File: config.mk
export PLATFORM = sky130hd
export DESIGN_NAME = rpn_exec
export DESIGN_NICKNAME = d
export VERILOG_FILES = /design/src/rtl/rpn_exec.sv
export SDC_FILE = /design/constraint.sdc
export NUM_CORES = 1
export LEC_CHECK = 0
export CAP_MARGIN = 15
export CORE_ASPECT_RATIO = 0.7
export CORE_MARGIN = 1
export CORE_UTILIZATION = 35
export CTS_CLUSTER_SIZE = 24
export DETAILED_ROUTE_END_ITERATION = 10
export GPL_TIMING_DRIVEN = 0
export HOLD_SLACK_MARGIN = 0.03
export PLACE_DENSITY_LB_ADDON = 0.15
export SYNTH_ARGS = -nofsm -noshare
export SYNTH_HDL_FRONTEND = slang
export SYNTH_SLANG_ARGS = --single-unit
File: constraint.sdc
create_clock -name clk -period 2.2 [get_ports clk]
set_input_delay 0.44 -clock clk [delete_from_list [all_inputs] [get_ports clk]]
set_output_delay 0.44 -clock clk [all_outputs]
set_load 0.1 [all_outputs]
File: src/rtl/rpn_exec.sv
// rpn_exec: RPN command sequencer for a stack; in: clk, rst, cmd_valid/op/imm, stk_data_out/count; out: cmd_ready, stk_push/pop/data_in, done, err
module rpn_exec #(
  parameter int WIDTH = 8,
  parameter int DEPTH = 4
) (
  input  logic             clk,
  input  logic             rst,
  input  logic             cmd_valid,
  output logic             cmd_ready,
  input  logic [2:0]       cmd_op,
  input  logic [WIDTH-1:0] cmd_imm,
  output logic             stk_push,
  output logic             stk_pop,
  output logic [WIDTH-1:0] stk_data_in,
  input  logic [WIDTH-1:0] stk_data_out,
  input  logic [DEPTH-1:0] stk_count,
  output logic             done,
  output logic             err
);
  localparam logic [2:0] OP_NOP = 3'd0, OP_PUSH = 3'd1, OP_DROP = 3'd2, OP_DUP = 3'd3;
  localparam logic [2:0] OP_SWAP = 3'd4, OP_ADD = 3'd5, OP_SUB = 3'd6, OP_AND = 3'd7;
  typedef enum logic [2:0] {IDLE, POP_A, POP_B, PUSH1, PUSH2, DONE} state_t;
  state_t r_state, w_next;
  logic [2:0] r_op;
  logic [WIDTH-1:0] r_imm, r_a, r_b, w_res;
  logic r_err, w_acc, w_bad;
  always_comb begin
    cmd_ready = (r_state == IDLE) && !rst;
    w_acc = cmd_valid && cmd_ready;
    w_bad = ((cmd_op == OP_DROP || cmd_op == OP_DUP) && stk_count == '0) ||
            (cmd_op >= OP_SWAP && stk_count < DEPTH'(2)) ||
            ((cmd_op == OP_PUSH || cmd_op == OP_DUP) && (&stk_count));
    w_next = r_state;
    case (r_state)
      IDLE:    w_next = !w_acc ? IDLE : (w_bad || cmd_op == OP_NOP) ? DONE :
                        (cmd_op == OP_PUSH || cmd_op == OP_DUP) ? PUSH1 : POP_A;
      POP_A:   w_next = (r_op == OP_DROP) ? DONE : POP_B;
      POP_B:   w_next = PUSH1;
      PUSH1:   w_next = (r_op == OP_SWAP) ? PUSH2 : DONE;
      PUSH2:   w_next = DONE;
      default: w_next = IDLE;
    endcase
    // PUSH1 carries the literal, the duplicated/swapped top, or the ALU result
    w_res = r_op == OP_ADD  ? r_b + r_a :
            r_op == OP_SUB  ? r_b - r_a :
            r_op == OP_AND  ? r_b & r_a :
            r_op == OP_PUSH ? r_imm : r_a;
    stk_push = (r_state == PUSH1) || (r_state == PUSH2);
    stk_pop = (r_state == POP_A) || (r_state == POP_B);
    stk_data_in = r_state == PUSH1 ? w_res : r_state == PUSH2 ? r_b : '0;
    done = r_state == DONE;
    err = (r_state == DONE) && r_err;
  end
  always_ff @(posedge clk) begin
    if (rst) begin
      r_state <= IDLE;
      r_op <= OP_NOP;
      r_imm <= '0;
      r_a <= '0;
      r_b <= '0;
      r_err <= 1'b0;
    end else begin
      r_state <= w_next;
      if (w_acc) begin
        r_op <= cmd_op;
        r_imm <= cmd_imm;
        r_a <= stk_data_out;
        r_err <= w_bad;
      end
      if (r_state == POP_B) r_b <= stk_data_out;
    end
  end
endmodule
---- Yosys cells after proc, flatten, opt, wreduce, memory -nomap -nowiden ----
Cells that the tools add are included.
storage, ports and cells
  bits in registers ....................... 31
  latch bits .............................. 0
  bits in writable memories ............... 0
  ROM bits ................................ 0
  input port bits ......................... 26
  output and inout bits ................... 13
  word-level logic and storage cells ...... 55
  memories ................................ 0
operators by class
  add/sub/neg operators ................... 2
  $mul .................................... 0
  div/mod/pow operators ................... 0
  order comparisons ....................... 2
  equal/unequal tests ..................... 14
  shift-type cells ........................ 0
  mux-type cells .......................... 12
  bitwise gates (word level) .............. 1
  reductions and logical operators ........ 18
operators by type and width
  cell                count
  $mux 8              6
  $eq 3x3->1 const B  6
  $eq 3x2->1 const B  5
  $pmux 3 s5          1
  $eq 3x1->1 const B  3
  $mux 3              3
  $add 8x8->8         1
  $and 8x8->8         1
  $sub 8x8->8         1
  $logic_or 1x1->1    7
  $logic_and 1x1->1   6
  $logic_not 3->1     2
  $logic_not 4->1     1
  $lt 4x2->1 const B  1
  $reduce_and 4->1    1
  $ge 3x3->1 const B  1
  $mux 2              1
  $logic_not 1->1     1
  $mux 1              1

---- Depth between registers and ports, before layout ----
  depth in word-level cells ............... 9
  depth in mapped cells ................... 8
  gate-level depth less buffers ........... 8

---- Worst setup path before layout ----
No wires, ideal clock.
  path type ............................... register to output
  start ................................... reg r_a[1]
  end ..................................... out stk_data_in[3]
  arrival ................................. 4.716 ns
  data required time ...................... 1.760 ns
  slack ................................... -2.956 ns
  cell stages (with the launch flop) ...... 8
  cells stage by stage .................... dfxtp_1 > inv_1 > ha_1 > nand2b_4 > a21oi_1 > nor2_1 > xnor2_1 > o311ai_0
on the way
  longest elaborated chain between the ends .. 4
  elaborated cells between the ends (all ways) .. 5
  those cells by class .................... add/sub: 2; mux: 3
RTL lines
  item                    line  source
  start, declared         25    logic [WIDTH-1:0] r_imm, r_a, r_b, w_res;
  start signal, assigned  67    r_a <= stk_data_out;
  $sub 8x8->8             45    r_op == OP_SUB ? r_b - r_a :
  $mux 8                  45
  $mux 8 *                44    w_res = r_op == OP_ADD ? r_b + r_a :
  $mux 8 *                50    stk_data_in = r_state == PUSH1 ? w_res : r_state == PUSH2 ? r_b : '0;
  end, declared           14    output logic [WIDTH-1:0] stk_data_in,
Every way passes the cells marked *; elsewhere a longest branch is shown, timed or not.

---- Worst setup path after layout ----
  start ................................... reg r_a[4]
  end ..................................... out stk_data_in[7]
The elaborated chain is that of the path after synthesis.

==> run summary <==
• flop — type of element launching the critical path
• simple AND/OR/NAND/NOR gates — main combinational cell family by area after synthesis
• 0.296 mV — maximum vdd drop
• 12 — largest net degree at the start of global routing
• 2303 — number of global-route vias before repair
• 16.5 µm — mean routed wirelength per cell
• 418 — final net count
• 1.32 nW — static leakage power
• 5 — Inserted Clock Buffers
• finished, violations left — status
• 66 — number of different library cells in the post-synthesis netlist
• 0 — Post-CTS Hold Buffers
• 7.77 mm — sum of routed wire length over all layers
• negative setup slack — violated checks
• 458 ps — final hold slack
• 31 — number of synthesized register bits
• 0 — number of violations of the max-capacitance limit
• 338 MHz — timing-limited maximum frequency
• 12.2 mm — first-pass GRT wire length
• 0.0935 — Adder-Cell Fraction of Synth Area
• r_imm[5] — start point of the worst min-delay path
• -755 ps — post-layout worst setup margin
• 38 — Port-buffer cells
• 0.611 — worst slew slack as a fraction of its limit
• 6.52 ps — skew final
• 7 — final number of setup-violating endpoints
• 0 — antenna violations before repair
• 0 — Slew Viols, Final
• 2520 ps — signal arrival time at the worst endpoint
• 0.00244 mm² — Syn Std Cell Area
• 0 — post-detailed-route count of antenna-violating nets
• 0 — hold violation count in the final report
• 71.8 µm — vertical die dimension
• 5 — Register-to-Register Path Depth
• 2 — number of H-tree levels
• 5.24 — vias per inst
• flop to output pin — critical path class
• 2960 ps — final critical delay including setup and external delays
• 0.00673 mm² — placeable core area
• 0.00355 mm² — final non-filler cell area
• 173 — starting DRC count in detailed routing
• 2 — clock tree buffer depth
• 70 ps — clk slew on worst S/H paths
• 31 — number of sinks handled by clock tree synthesis
• 0 — number of DRC violations after detailed routing
• 0.910 — routability congestion estimate from global placement
• 359 — syn_nets
• 0.362 — initial core utilization
• sky130_fd_sc_hd__dfxtp_1 — primary flip-flop cell chosen by synthesis mapping
• 584 ps — Worst Max-Slew Pin Slew
• 290 ps — Clock Latency Late Sink
• 470 ps — slowest stage delay, CP
• r_state[1] — launching point of the worst reg2reg path
• 0.251 — area fraction in compound gates after synthesis
• sky130_fd_sc_hd__a2111oi_4 — cell at the slowest stage of the critical path
• sky130_fd_sc_hd__buf_12 — cell seen most often among critical-path stages
• true — RSZ-0062 raised after global routing
• 0 — number of enable-type register cells in the synthesized netlist
• 5.74 mm — dpl hpwl
• 0.0329 — multiplexer fraction of the synthesized cell area
• 0 — Warnings, synthesis
• flop to flop — hold crit path type
• r_b[5] — reg-to-reg critical path endpoint
• 39 — number of placed I/O pins
• r_imm[5] — worst-case hold path end point
• 2.87 mW — total power
• 102 µm — die width
• 25 — Row Count
• 0.00314 mm² — total cell area at the placement stage
• 316 — Synth Instances
• 0.255 — portion of the post-synthesis area used by sequential elements
• 0.272 — simple-gate share of the synthesized area
• 0.330 — fraction of final layout cells with drive strength greater than 1
• 8 — largest fanout on the critical path
• 0.528 — end-of-flow core utilization
• sky130_fd_sc_hd__clkbuf_8 — Root Driver
• inv_2 > ha_4 > buf_12 > a2111oi_4 > nor4b_2 > or3b_1 > a22oi_2 > buf_12 — chain of cells forming the critical path
• 808 mW/mm² — power density relative to cell area
• output pin — Critical Path Sink Type
• 0.00730 mm² — total die area
• 0.223 — GRT Resource Usage Total
• 46 x sky130_fd_sc_hd__nand2_1, 35 x sky130_fd_sc_hd__a21oi_1, 25 x sky130_fd_sc_hd__clkdlybuf4s50_1, 24 x sky130_fd_sc_hd__nor2_1, 19 x sky130_fd_sc_hd__dfxtp_1 — top library cells by usage in the layout, fill and taps aside
• 0 — Antenna Cells
• 1760 ps — data required time at the worst endpoint
• sky130_fd_sc_hd__nand2_1 — most common cell after layout, fill and taps aside
• 45.8% — layout overhead on the synthesized area
• built — TritonCTS clock tree
• 600 ps — minimum setup slack among reg-to-reg paths
• 7.71 µm² — average cell area after synthesis
• 2 — Hold Path Depth
• 2461 — vias
• 4 — Pre-Repair DR Iteration Count
• 0 — overflow left after global routing
• 0 — Async SR Flop Fraction
• 1.34 — share of the cycle needed by the critical path after routing
• 0.0144 — fraction of synthesized cell area in xor and xnor cells
## critical path, delay by kind of cell (launching register included)
kind | cells | cell delay, ps
buffers and inverters | 3 | 400
DFF | 1 | 380
and+or+nand+nor | 2 | 480
AOI/OAI and AO/OA | 2 | 740
adders and majority gates | 1 | 220
## registers in the layout (all words and copies together), names as in the netlist
signal	count
r_a	8
r_err	1
r_imm	8
r_op	3
r_state	3
r_b	8
## per-stage QoR
stage,setup WS (ps),setup TNS (ps),cells
final,-755,-3290,470
after global routing,-833,-4010,470
after CTS,-684,-3250,463
after detailed placement,-1400,-9890,449
after global placement,-1440,-12060,448
after floorplan,-687,-3160,316
## metal layers
layer  global-route usage  up-vias  part of all wire
li1                     -     1231                 -
met1                0.347     1160              0.50
met2                0.324       64              0.41
met3               0.0361        6             0.080
met4               0.0338        0            0.0059
met5                    0        -                 0
## how the worst max path moves through the flow
stage	cells after the start	from	to
after CTS	8	r_a[1]	stk_data_in[7]
after detailed placement	9	r_b[0]	stk_data_in[6]
after global routing	8	r_a[4]	stk_data_in[7]
final	8	r_a[4]	stk_data_in[7]
after floorplan	7	r_a[1]	stk_data_in[7]
after global placement	9	r_b[0]	stk_data_in[6]
## area by class of cell
type / instances / area [µm²]
Timing Repair Buffer: 54 / 567
Buffer: 19 / 166
Clock inverter: 3 / 18.8
Inverter: 16 / 67.6
Clock buffer: 5 / 68.8
Fill cell: 664 / 3170
Multi-Input combinational cell: 248 / 1890
Sequential cell: 31 / 658
Tap cell: 94 / 118
## synth_stat cells, types with 2 or more instances
| master | n | area share |
|---|---|---|
| sky130_fd_sc_hd__nand2_1 | 46 | 0.071 |
| sky130_fd_sc_hd__a21oi_1 | 37 | 0.076 |
| sky130_fd_sc_hd__dfxtp_1 | 31 | 0.25 |
| sky130_fd_sc_hd__nor2_1 | 27 | 0.042 |
| sky130_fd_sc_hd__ha_1 | 15 | 0.077 |
| sky130_fd_sc_hd__inv_1 | 15 | 0.023 |
| sky130_fd_sc_hd__o21ai_0 | 14 | 0.029 |
| sky130_fd_sc_hd__mux2i_1 | 8 | 0.033 |
| sky130_fd_sc_hd__clkbuf_1 | 7 | 0.011 |
| sky130_fd_sc_hd__buf_2 | 6 | 0.012 |
| sky130_fd_sc_hd__nand2b_1 | 6 | 0.015 |
| sky130_fd_sc_hd__nor3_1 | 6 | 0.012 |
| sky130_fd_sc_hd__and2_1 | 5 | 0.013 |
| sky130_fd_sc_hd__nand3_1 | 5 | 0.010 |
| sky130_fd_sc_hd__o31ai_1 | 4 | 0.012 |
| sky130_fd_sc_hd__or3_1 | 4 | 0.010 |
| sky130_fd_sc_hd__a221o_1 | 3 | 0.012 |
| sky130_fd_sc_hd__a22o_1 | 3 | 0.011 |
| sky130_fd_sc_hd__buf_4 | 3 | 0.0092 |
| sky130_fd_sc_hd__nor3b_1 | 3 | 0.0092 |
| sky130_fd_sc_hd__o21a_1 | 3 | 0.0092 |
| sky130_fd_sc_hd__or2_2 | 3 | 0.0077 |
| sky130_fd_sc_hd__a211oi_1 | 2 | 0.0062 |
| sky130_fd_sc_hd__a31oi_1 | 2 | 0.0051 |
| sky130_fd_sc_hd__and2_4 | 2 | 0.0072 |
| sky130_fd_sc_hd__and3b_1 | 2 | 0.0072 |
| sky130_fd_sc_hd__buf_6 | 2 | 0.0092 |
| sky130_fd_sc_hd__clkbuf_8 | 2 | 0.011 |
| sky130_fd_sc_hd__fa_1 | 2 | 0.016 |
| sky130_fd_sc_hd__nand2b_4 | 2 | 0.011 |
| sky130_fd_sc_hd__nor2b_1 | 2 | 0.0051 |
| sky130_fd_sc_hd__nor4b_1 | 2 | 0.0072 |
| sky130_fd_sc_hd__o2111ai_1 | 2 | 0.0072 |
| sky130_fd_sc_hd__o211ai_1 | 2 | 0.0062 |
| sky130_fd_sc_hd__o22ai_1 | 2 | 0.0051 |
| sky130_fd_sc_hd__o2bb2ai_1 | 2 | 0.0072 |
| sky130_fd_sc_hd__o31a_1 | 2 | 0.0072 |
| sky130_fd_sc_hd__or3b_1 | 2 | 0.0072 |
| sky130_fd_sc_hd__xnor2_1 | 2 | 0.0072 |
| sky130_fd_sc_hd__xor2_1 | 2 | 0.0072 |
## cell families (layout without fill, tap and decap cells)
logic type                 Yosys count  after routing
and+or+nand+nor                    127            127
AOI/OAI and AO/OA                   92             92
buffers and inverters               37             97
DFF                                 31             31
adders and majority gates           17             17
muxes                                8              8
xor gates and xnor gates             4              4
## timing repair
item | 4_1_cts | 5_1_grt
gates resized for setup | 115 | 22
gates cloned | 0 | 0
pin swaps | 13 | 19
endpoints found under the setup margin | 13 | 9
buffers inserted | 7 | 8
## where the power goes
group,internal [mW],switching [mW]
logic,0.709,0.951
clock network,0.221,0.225
registers,0.661,0.104
Note: power is estimated with default switching activity, not from simulation.
